==> config.mk <==
export PLATFORM = sky130hd
export DESIGN_NAME = mem_port_arbiter_flat
export DESIGN_NICKNAME = d
export VERILOG_FILES = /design/src/rtl/mem_arb_pkg.sv /design/src/rtl/mem_port_arbiter_if.sv /design/src/rtl/mem_arb_select.sv /design/src/rtl/mem_port_arbiter.sv /design/src/flat_wrapper.sv
export SDC_FILE = /design/constraint.sdc
export NUM_CORES = 1
export LEC_CHECK = 0
export BUFFER_PORTS_ARGS = -buffer_cell sky130_fd_sc_hd__buf_2
export CORE_AREA = 2 2 118 120
export CTS_CLUSTER_SIZE = 40
export DETAILED_ROUTE_END_ITERATION = 6
export DIE_AREA = 0 0 120 122
export GPL_ROUTABILITY_DRIVEN = 0
export GPL_TIMING_DRIVEN = 0
export HOLD_SLACK_MARGIN = 0.03
export PLACE_DENSITY = 0.75
export SYNTH_ARGS = -nofsm -noshare
export SYNTH_HDL_FRONTEND = slang
export SYNTH_HIERARCHICAL = 1
export SYNTH_SLANG_ARGS = --single-unit
export TNS_END_PERCENT = 50
==> constraint.sdc <==
create_clock -name clk -period 4.3 [get_ports clk]
set_input_delay 0.43 -clock clk [delete_from_list [all_inputs] [get_ports clk]]
set_output_delay 0.43 -clock clk [all_outputs]
set_load 0.01 [all_outputs]
==> src/rtl/mem_arb_pkg.sv <==
// Shared definitions for the unified memory port arbiter.
// Holds the FSM state encoding, the grant-source encoding and the default
// starvation limit used by mem_port_arbiter and mem_arb_select.
package mem_arb_pkg;

  typedef enum logic [1:0] {
    ST_IDLE  = 2'd0,
    ST_ISSUE = 2'd1,
    ST_RESP  = 2'd2
  } state_t;

  typedef enum logic {
    GNT_INST = 1'b0,
    GNT_DATA = 1'b1
  } gnt_t;

  localparam int unsigned STARVE_LIMIT_DEF = 4;
  // Counter width covers the legal STARVE_LIMIT range 1..15
  localparam int unsigned CNT_W = 4;

endpackage

==> src/rtl/mem_port_arbiter_if.sv <==
// Core-side and memory-side bus of the memory port arbiter.
// slave  : arbiter view (takes fetch/load/store requests and memory responses,
//          drives completions and the memory request).
// master : environment view (core requesters plus memory).
interface mem_port_arbiter_if #(
  parameter int unsigned ADDR_W = 32,
  parameter int unsigned DATA_W = 32
);
  localparam int unsigned MASK_W = DATA_W / 8;

  logic              ip_inst_req;
  logic [ADDR_W-1:0] ip_inst_addr;
  logic              op_inst_valid;
  logic [DATA_W-1:0] op_inst_data;

  logic              ip_data_rd;
  logic              ip_data_wr;
  logic [ADDR_W-1:0] ip_data_addr;
  logic [MASK_W-1:0] ip_data_mask;
  logic [DATA_W-1:0] ip_data_wdata;
  logic              op_data_valid;
  logic [DATA_W-1:0] op_data_rdata;

  logic              op_mem_req;
  logic              op_mem_we;
  logic [ADDR_W-1:0] op_mem_addr;
  logic [MASK_W-1:0] op_mem_mask;
  logic [DATA_W-1:0] op_mem_wdata;
  logic              ip_mem_ready;
  logic [DATA_W-1:0] ip_mem_rdata;

  logic              op_busy;

  modport slave (
    input  ip_inst_req, ip_inst_addr,
    input  ip_data_rd, ip_data_wr, ip_data_addr, ip_data_mask, ip_data_wdata,
    input  ip_mem_ready, ip_mem_rdata,
    output op_inst_valid, op_inst_data,
    output op_data_valid, op_data_rdata,
    output op_mem_req, op_mem_we, op_mem_addr, op_mem_mask, op_mem_wdata,
    output op_busy
  );

  modport master (
    output ip_inst_req, ip_inst_addr,
    output ip_data_rd, ip_data_wr, ip_data_addr, ip_data_mask, ip_data_wdata,
    output ip_mem_ready, ip_mem_rdata,
    input  op_inst_valid, op_inst_data,
    input  op_data_valid, op_data_rdata,
    input  op_mem_req, op_mem_we, op_mem_addr, op_mem_mask, op_mem_wdata,
    input  op_busy
  );

endinterface

==> src/rtl/mem_arb_select.sv <==
// Winner selection and starvation counter for the memory port arbiter.
// Ports: clk, reset (sync, active-high), inst_req/data_req (pending requests),
//        grant (a winner is being latched this cycle), gnt_src_c (combinational
//        winner for the current request set).
module mem_arb_select
  import mem_arb_pkg::*;
#(
  parameter int unsigned STARVE_LIMIT = STARVE_LIMIT_DEF
) (
  input  logic clk,
  input  logic reset,
  input  logic inst_req,
  input  logic data_req,
  input  logic grant,
  output gnt_t gnt_src_c
);

  localparam logic [CNT_W-1:0] LIMIT = CNT_W'(STARVE_LIMIT);

  logic [CNT_W-1:0] starve_cnt;

  // Data has priority unless a pending fetch has been passed over LIMIT times
  assign gnt_src_c = (inst_req && (!data_req || (starve_cnt == LIMIT))) ? GNT_INST : GNT_DATA;

  // Counts consecutive data grants taken while a fetch was waiting
  always_ff @(posedge clk) begin
    if (reset) begin
      starve_cnt <= '0;
    end else if (grant) begin
      if ((gnt_src_c == GNT_DATA) && inst_req) begin
        if (starve_cnt != LIMIT) starve_cnt <= starve_cnt + CNT_W'(1);
      end else begin
        starve_cnt <= '0;
      end
    end
  end

endmodule

==> src/rtl/mem_port_arbiter.sv <==
// Shares one memory port between instruction fetch and load/store requesters.
// One transaction at a time: IDLE grants and registers the access, ISSUE holds
// op_mem_* until ip_mem_ready, RESP pulses the winner's valid for one cycle.
// Ports: clk, reset (sync, active-high), bus (mem_port_arbiter_if.slave)
//        carrying fetch, load/store, memory and busy signals.
module mem_port_arbiter
  import mem_arb_pkg::*;
#(
  parameter int unsigned ADDR_W       = 32,
  parameter int unsigned DATA_W       = 32,
  parameter int unsigned STARVE_LIMIT = STARVE_LIMIT_DEF
) (
  input logic                clk,
  input logic                reset,
  mem_port_arbiter_if.slave  bus
);

  localparam int unsigned MASK_W = DATA_W / 8;

  state_t            state_q, state_d;
  gnt_t              gnt_src_c, owner_q;
  logic              data_req_c, any_req_c, grant_c, done_c;

  logic              mem_req_q, mem_we_q;
  logic [ADDR_W-1:0] mem_addr_q;
  logic [MASK_W-1:0] mem_mask_q;
  logic [DATA_W-1:0] mem_wdata_q;
  logic              inst_valid_q, data_valid_q, busy_q;
  logic [DATA_W-1:0] inst_data_q, data_rdata_q;

  assign data_req_c = bus.ip_data_rd | bus.ip_data_wr;
  assign any_req_c  = data_req_c | bus.ip_inst_req;

  mem_arb_select #(
    .STARVE_LIMIT (STARVE_LIMIT)
  ) u_select (
    .clk       (clk),
    .reset     (reset),
    .inst_req  (bus.ip_inst_req),
    .data_req  (data_req_c),
    .grant     (grant_c),
    .gnt_src_c (gnt_src_c)
  );

  // State register
  always_ff @(posedge clk) begin
    if (reset) state_q <= ST_IDLE;
    else       state_q <= state_d;
  end

  // Next state plus grant / completion strobes
  always_comb begin
    state_d = state_q;
    grant_c = 1'b0;
    done_c  = 1'b0;
    case (state_q)
      ST_IDLE: begin
        if (any_req_c) begin
          grant_c = 1'b1;
          state_d = ST_ISSUE;
        end
      end
      ST_ISSUE: begin
        if (bus.ip_mem_ready) begin
          done_c  = 1'b1;
          state_d = ST_RESP;
        end
      end
      ST_RESP: state_d = ST_IDLE;
      default: state_d = ST_IDLE;
    endcase
  end

  // Memory request registers, response capture and valid pulses
  always_ff @(posedge clk) begin
    if (reset) begin
      owner_q      <= GNT_INST;
      mem_req_q    <= 1'b0;
      mem_we_q     <= 1'b0;
      mem_addr_q   <= '0;
      mem_mask_q   <= '0;
      mem_wdata_q  <= '0;
      inst_valid_q <= 1'b0;
      data_valid_q <= 1'b0;
      inst_data_q  <= '0;
      data_rdata_q <= '0;
      busy_q       <= 1'b0;
    end else begin
      inst_valid_q <= 1'b0;
      data_valid_q <= 1'b0;
      busy_q       <= (state_d != ST_IDLE);
      if (grant_c) begin
        mem_req_q <= 1'b1;
        owner_q   <= gnt_src_c;
        if (gnt_src_c == GNT_INST) begin
          mem_we_q    <= 1'b0;
          mem_addr_q  <= bus.ip_inst_addr;
          mem_mask_q  <= '1;
          mem_wdata_q <= '0;
        end else begin
          // rd+wr together resolves to a write
          mem_we_q    <= bus.ip_data_wr;
          mem_addr_q  <= bus.ip_data_addr;
          mem_mask_q  <= bus.ip_data_mask;
          mem_wdata_q <= bus.ip_data_wdata;
        end
      end
      if (done_c) begin
        mem_req_q <= 1'b0;
        if (owner_q == GNT_INST) begin
          inst_valid_q <= 1'b1;
          inst_data_q  <= bus.ip_mem_rdata;
        end else begin
          data_valid_q <= 1'b1;
          data_rdata_q <= mem_we_q ? DATA_W'(0) : bus.ip_mem_rdata;
        end
      end
    end
  end

  assign bus.op_mem_req    = mem_req_q;
  assign bus.op_mem_we     = mem_we_q;
  assign bus.op_mem_addr   = mem_addr_q;
  assign bus.op_mem_mask   = mem_mask_q;
  assign bus.op_mem_wdata  = mem_wdata_q;
  assign bus.op_inst_valid = inst_valid_q;
  assign bus.op_inst_data  = inst_data_q;
  assign bus.op_data_valid = data_valid_q;
  assign bus.op_data_rdata = data_rdata_q;
  assign bus.op_busy       = busy_q;

endmodule
==> src/flat_wrapper.sv <==
// flat-port wrapper written by rule: the top's interface ports become plain ports
module mem_port_arbiter_flat import mem_arb_pkg::*;
#(
  parameter int unsigned ADDR_W       = 32,
  parameter int unsigned DATA_W       = 32,
  parameter int unsigned STARVE_LIMIT = STARVE_LIMIT_DEF
)
  (clk, reset, bus_ip_inst_req, bus_ip_inst_addr, bus_ip_data_rd, bus_ip_data_wr, bus_ip_data_addr, bus_ip_data_mask, bus_ip_data_wdata, bus_ip_mem_ready, bus_ip_mem_rdata, bus_op_inst_valid, bus_op_inst_data, bus_op_data_valid, bus_op_data_rdata, bus_op_mem_req, bus_op_mem_we, bus_op_mem_addr, bus_op_mem_mask, bus_op_mem_wdata, bus_op_busy);
  mem_port_arbiter_if #(.ADDR_W(ADDR_W), .DATA_W(DATA_W)) bus_i ();
  input logic clk;
  input logic reset;
  input wire logic [$bits(bus_i.ip_inst_req)-1:0] bus_ip_inst_req;
  input wire logic [$bits(bus_i.ip_inst_addr)-1:0] bus_ip_inst_addr;
  input wire logic [$bits(bus_i.ip_data_rd)-1:0] bus_ip_data_rd;
  input wire logic [$bits(bus_i.ip_data_wr)-1:0] bus_ip_data_wr;
  input wire logic [$bits(bus_i.ip_data_addr)-1:0] bus_ip_data_addr;
  input wire logic [$bits(bus_i.ip_data_mask)-1:0] bus_ip_data_mask;
  input wire logic [$bits(bus_i.ip_data_wdata)-1:0] bus_ip_data_wdata;
  input wire logic [$bits(bus_i.ip_mem_ready)-1:0] bus_ip_mem_ready;
  input wire logic [$bits(bus_i.ip_mem_rdata)-1:0] bus_ip_mem_rdata;
  output wire logic [$bits(bus_i.op_inst_valid)-1:0] bus_op_inst_valid;
  output wire logic [$bits(bus_i.op_inst_data)-1:0] bus_op_inst_data;
  output wire logic [$bits(bus_i.op_data_valid)-1:0] bus_op_data_valid;
  output wire logic [$bits(bus_i.op_data_rdata)-1:0] bus_op_data_rdata;
  output wire logic [$bits(bus_i.op_mem_req)-1:0] bus_op_mem_req;
  output wire logic [$bits(bus_i.op_mem_we)-1:0] bus_op_mem_we;
  output wire logic [$bits(bus_i.op_mem_addr)-1:0] bus_op_mem_addr;
  output wire logic [$bits(bus_i.op_mem_mask)-1:0] bus_op_mem_mask;
  output wire logic [$bits(bus_i.op_mem_wdata)-1:0] bus_op_mem_wdata;
  output wire logic [$bits(bus_i.op_busy)-1:0] bus_op_busy;
  assign bus_i.ip_inst_req = bus_ip_inst_req;
  assign bus_i.ip_inst_addr = bus_ip_inst_addr;
  assign bus_i.ip_data_rd = bus_ip_data_rd;
  assign bus_i.ip_data_wr = bus_ip_data_wr;
  assign bus_i.ip_data_addr = bus_ip_data_addr;
  assign bus_i.ip_data_mask = bus_ip_data_mask;
  assign bus_i.ip_data_wdata = bus_ip_data_wdata;
  assign bus_i.ip_mem_ready = bus_ip_mem_ready;
  assign bus_i.ip_mem_rdata = bus_ip_mem_rdata;
  assign bus_op_inst_valid = bus_i.op_inst_valid;
  assign bus_op_inst_data = bus_i.op_inst_data;
  assign bus_op_data_valid = bus_i.op_data_valid;
  assign bus_op_data_rdata = bus_i.op_data_rdata;
  assign bus_op_mem_req = bus_i.op_mem_req;
  assign bus_op_mem_we = bus_i.op_mem_we;
  assign bus_op_mem_addr = bus_i.op_mem_addr;
  assign bus_op_mem_mask = bus_i.op_mem_mask;
  assign bus_op_mem_wdata = bus_i.op_mem_wdata;
  assign bus_op_busy = bus_i.op_busy;
  mem_port_arbiter #(.ADDR_W(ADDR_W), .DATA_W(DATA_W), .STARVE_LIMIT(STARVE_LIMIT)) u_core (.clk(clk), .reset(reset), .bus(bus_i));
endmodule
* After elaboration in Yosys (flattened, before gate mapping)
Cells that the tools add are included.
Storage, ports and cells: register bits after elaboration 144, output and inout bits 137
Cells by class: add/sub/neg operators 1, eq/ne operators 4, muxes and demuxes 17, bitwise operators 4, reduce and logical (&&, ||, !) cells 11
Operators by type and width (count):
- $mux 32 | 3
- $mux 4 | 3
- $mux 1 | 8
- $reduce_and 2->1 | 3
- $add 4x1->4 const B | 1
- $eq 4x3->1 const B | 1
- $mux 2 | 2
- $ne 4x3->1 const B | 1
- $pmux 2 s2 | 1
- $reduce_or 2->1 | 2
- $eq 2x1->1 const B | 1
- $logic_and 1x1->1 | 2
- $logic_not 2->1 | 1
- $ne 2x1->1 const B | 1
- $not 1->1 | 2
- $or 1x1->1 | 2
- $reduce_bool 2->1 | 1
- $logic_not 1->1 | 1
- $logic_or 1x1->1 | 1

* Depth between registers and ports, before layout
word-level depth 8, mapped depth 9, depth with buffers taken out 7

* Hierarchy
Netlist, hierarchy kept.
By module, submodules not included:
- mem_port_arbiter | times used 1, cells each 633, area each 5693.0 um^2, sequential area each 2802.7 um^2
- mem_arb_select | times used 1, cells each 27, area each 232.7 um^2, sequential area each 80.1 um^2

* Worst setup path before layout
No wires, ideal clock.
kind reg2reg, start register u_core.u_select.starve_cnt[0], end register u_core.mem_addr_q[10], in the netlist u_core/bus.op_mem_addr[10], arrival time 1.566 ns, setup slack 2.594 ns, stages on the path, launching flop included 10, buffers on the path 2, period minus slack after synthesis 1.706 ns, cells stage by stage dfxtp_1 -> inv_1 -> ha_1 -> nand3b_1 -> nand2_1 -> nand2_1 -> buf_2 -> clkbuf_1 -> mux2i_1 -> a211oi_2
On the way: longest elaborated chain between the ends 4
RTL lines:
- from (decl) | line mem_arb_select.sv:20 | logic [CNT_W-1:0] starve_cnt;
- from (signal assigned) | line mem_arb_select.sv:31 | if (starve_cnt != LIMIT) starve_cnt <= starve_cnt + CNT_W'(1);
- $eq 4x3->1 | line mem_arb_select.sv:23 | assign gnt_src_c = (inst_req && (!data_req || (starve_cnt == LIMIT))) ? GNT_INST : GNT_DATA;
- $logic_or 1x1->1 | line mem_arb_select.sv:23
- $logic_and 1x1->1 | line mem_arb_select.sv:23
- $mux 32 | line mem_port_arbiter.sv:95 | if (gnt_src_c == GNT_INST) begin
- to (signal assigned) | line mem_port_arbiter.sv:97 | mem_addr_q <= bus.ip_inst_addr;
- to (signal assigned) | line mem_port_arbiter.sv:103 | mem_addr_q <= bus.ip_data_addr;
- to (decl) | line mem_port_arbiter.sv:25 | logic [ADDR_W-1:0] mem_addr_q;
Every way passes these cells. A chain may end at the register's enable or synchronous reset.

* Worst setup path in the final report
start register u_core.u_select.starve_cnt[0], end register u_core.mem_addr_q[9], in the netlist u_core/bus.op_mem_addr[9]
The elaborated chain is that of the path after synthesis.

==> summary.txt <==
Pwr
  – Leak Pwr: 3.74 nW
  – PnR Total Power: 3.45 mW
  – IR drop worst, VDD: 0.235 mV
  – Cell area power density: 427 nW/µm²

Global route
  – Wire length of the first global-routing pass: 27600 µm
  – Pin count of the biggest net entering global routing: 17
  – Vias in the first global route: 5482
  – Global-route total usage across every layer: 0.238
  – Antenna violations before repair: 0
  – Overflow left after global routing: 0

Synth
  – Post-synth EDFFs: 0
  – Cell area after synthesis: 5930 µm²
  – FFs w/ async S/R, synth: 0
  – Register bit total from synthesis: 144
  – Warnings from Yosys: 6
  – Avg Synthesized Cell Area: 8.98 µm²
  – Sequential cell area fraction in the yosys report: 0.486
  – Number of distinct library cells after synthesis: 39
  – Main flop type after synthesis: sky130_fd_sc_hd__dfxtp_1
  – Post-Syn Nets: 800
  – Synthesized netlist cell count: 660

Clocking
  – CTS sink cnt: 144
  – CTS tree: yes
  – Clock latency on the worst-skew pair: 0.41 ns
  – Inserted Clock Buffers: 17
  – Number of gates given a new drive strength after cts: 0
  – Number of buffers added for setup after CTS: 0
  – Number of H-tree branching levels: 4
  – Clock-pin slew reported for the worst setup and hold paths after clock tree synthesis: 0.06 ns
  – Post-CTS Hold Fix Bufs: 0
  – Deepest clock path buffer count: 2
  – CTS Root Buffer Type: sky130_fd_sc_hd__clkbuf_16

Job
  – Max-cap violation count: 0

Die
  – Die width: 120 µm
  – Core Area: 13500 µm²
  – Height of the die: 122 µm
  – Die Footprint: 14600 µm²
  – Initial cell density of the core: 0.439
  – Row Count: 43
  – IO Pins: 275

Layout
  – Number of fill cells in the layout: 1227
  – Leading cell type in the layout, fill and taps excluded: sky130_fd_sc_hd__buf_2
  – Non-Filler Cell Area, Final: 8080 µm²
  – Area used by multi-input combinational logic: 2690 µm²
  – Area used by sequential logic in the layout: 2880 µm²
  – Net count, final: 1093
  – # diodes: 0
  – Leading cell types in the layout, fill and taps excluded: sky130_fd_sc_hd__buf_2 (295), sky130_fd_sc_hd__dfxtp_1 (144), sky130_fd_sc_hd__a21oi_1 (136)
  – Layout cell share with drive strength beyond 1: 0.381
  – Growth of design area from synthesis to finish: 36.4%

Detailed routing
  – Average routed wire per standard cell: 15.6 µm
  – Iteration-0 DRC count of the detailed router: 379
  – Vias per std cell: 5.13
  – Number of design rule violations left after detail routing: 0
  – Final wirelength: 17900 µm
  – Post-DRT Antenna Nets: 0
  – Pre-Repair DR Iteration Count: 5
  – Via count: 5876

Setup path
  – Crit Path Category: reg2reg
  – Largest fanout on the critical path: 10
  – Category of the worst setup path launch point: flip-flop
  – CP endpoint kind: flip-flop
  – Worst path required time: 4.57 ns
  – Data arrival at the endpoint of the critical path: 2.35 ns

STA
  – Number of setup violations in the final report: 0
  – Pin slew with the least headroom to its limit: 0.843 ns
  – Number of endpoints with negative hold slack in the final report: 0
  – Accumulated negative setup slack: 0 ns
  – Headroom to the max-slew limit: 0.434
  – Max-slew violations: 0
  – Minimum hold slack: 0.262 ns
  – Unrepaired setup endpoints after global routing: no
  – Max frequency: 481 MHz
  – Period utilisation layout: 0.484
  – Min Tclk post-route: 2.08 ns
  – Layout Skew: 0.00555 ns

Placement
  – HPWL after detailed placement: 13100 µm
  – Cell area after placement: 7520 µm²
  – Quantity of I/O buffers inserted on ports: 274

Run status
  – Status: completed

Min path
  – Worst hold path class: in2reg
[sequential cells by signal, summed over array words and instances, names as in the netlist]
signal and cells:
u_core/bus.op_busy 1, u_core/bus.op_data_rdata 32, u_core/bus.op_data_valid 1, u_core/bus.op_inst_data 32
u_core/bus.op_inst_valid 1, u_core/bus.op_mem_addr 32, u_core/bus.op_mem_mask 4, u_core/bus.op_mem_req 1
u_core/bus.op_mem_wdata 32, u_core/bus.op_mem_we 1, u_core/owner_q 1, u_core/state_q 2
u_core/u_select/starve_cnt 4
[final cells by class]
class | instances | area share
clock buffers | 19 | 0.0548
repair buffers | 274 | 0.170
multi-input cells | 439 | 0.332
well taps | 180 | 0.0279
inverters | 8 | 0.00402
clock inverters | 12 | 0.0146
flip-flops and latches | 144 | 0.357
plain buffers | 69 | 0.0401
[stage by stage]
stage	std cells	setup WS [ns]	util
3_5_place_dp	1114	2.21	0.557
3_3_place_gp	1114	2.20	0.557
2_1_floorplan	660	2.59	-
6_report	1145	2.22	0.599
4_1_cts	1145	2.21	0.599
5_1_grt	1145	2.07	0.599
[cells by family (layout without fill, tap and decap cells)]
| family | after synthesis | after routing | synth area share |
|---|---|---|---|
| and+or+nand+nor | 194 | 194 | 0.173 |
| adders and majority gates | 2 | 2 | 0.00422 |
| buffers and inverters | 77 | 382 | 0.0602 |
| AOI/OAI and AO/OA | 211 | 211 | 0.222 |
| muxes | 32 | 32 | 0.0541 |
| DFF | 144 | 144 | 0.486 |
[power by group]
group	switching, mW	internal [mW]	total, mW
clock network	0.553	0.859	1.41
registers	0.0438	1.43	1.47
logic	0.330	0.237	0.567
[worst max-delay path, stage by stage (launching register included)]
cell and delay, ns:
sky130_fd_sc_hd__dfxtp_1 0.41, sky130_fd_sc_hd__inv_1 0.07, sky130_fd_sc_hd__ha_1 0.19, sky130_fd_sc_hd__nand3b_1 0.13, sky130_fd_sc_hd__nand2_1 0.07, sky130_fd_sc_hd__nand2_1 0.06, sky130_fd_sc_hd__buf_2 0.20, sky130_fd_sc_hd__clkbuf_1 0.44
sky130_fd_sc_hd__mux2i_1 0.29, sky130_fd_sc_hd__a211oi_2 0.09
[cells in the mapped netlist (all sizes together) (2+ instances only)]
master	instances	area share
a311oi	4	0.0059
nand3	4	0.0042
o21ai	35	0.030
buf	28	0.029
nand2	105	0.069
inv	8	0.0055
dfxtp	144	0.49
mux2i	32	0.054
nor2	7	0.0072
nand3b	34	0.043
a211oi	32	0.065
clkbuf	41	0.026
ha	2	0.0042
or2	2	0.0021
nand4	33	0.035
a21oi	136	0.11
nor3	2	0.0017
[path summary, 6_finish.rpt]
check                                                   start                           to  cells past startpoint  slack, ns
worst min-delay path                     bus_ip_mem_rdata[28]  u_core/bus.op_inst_data[28]                      3       0.26
worst max register to register  u_core/u_select/starve_cnt[0]    u_core/bus.op_mem_addr[9]                      9       2.22
worst max-delay path            u_core/u_select/starve_cnt[0]    u_core/bus.op_mem_addr[9]                      9       2.22
worst min register to register    u_core/bus.op_data_rdata[7]  u_core/bus.op_data_rdata[7]                      2       0.45
[metal layers]
metal	wire length (µm)	up-vias	track usage
li1	-	2934	-
met1	7700	2720	0.296
met2	8770	188	0.398
met3	1020	34	0.0585
met4	386	0	0.0956
met5	0	-	0
No activity file was read; power rests on OpenSTA's default activity.
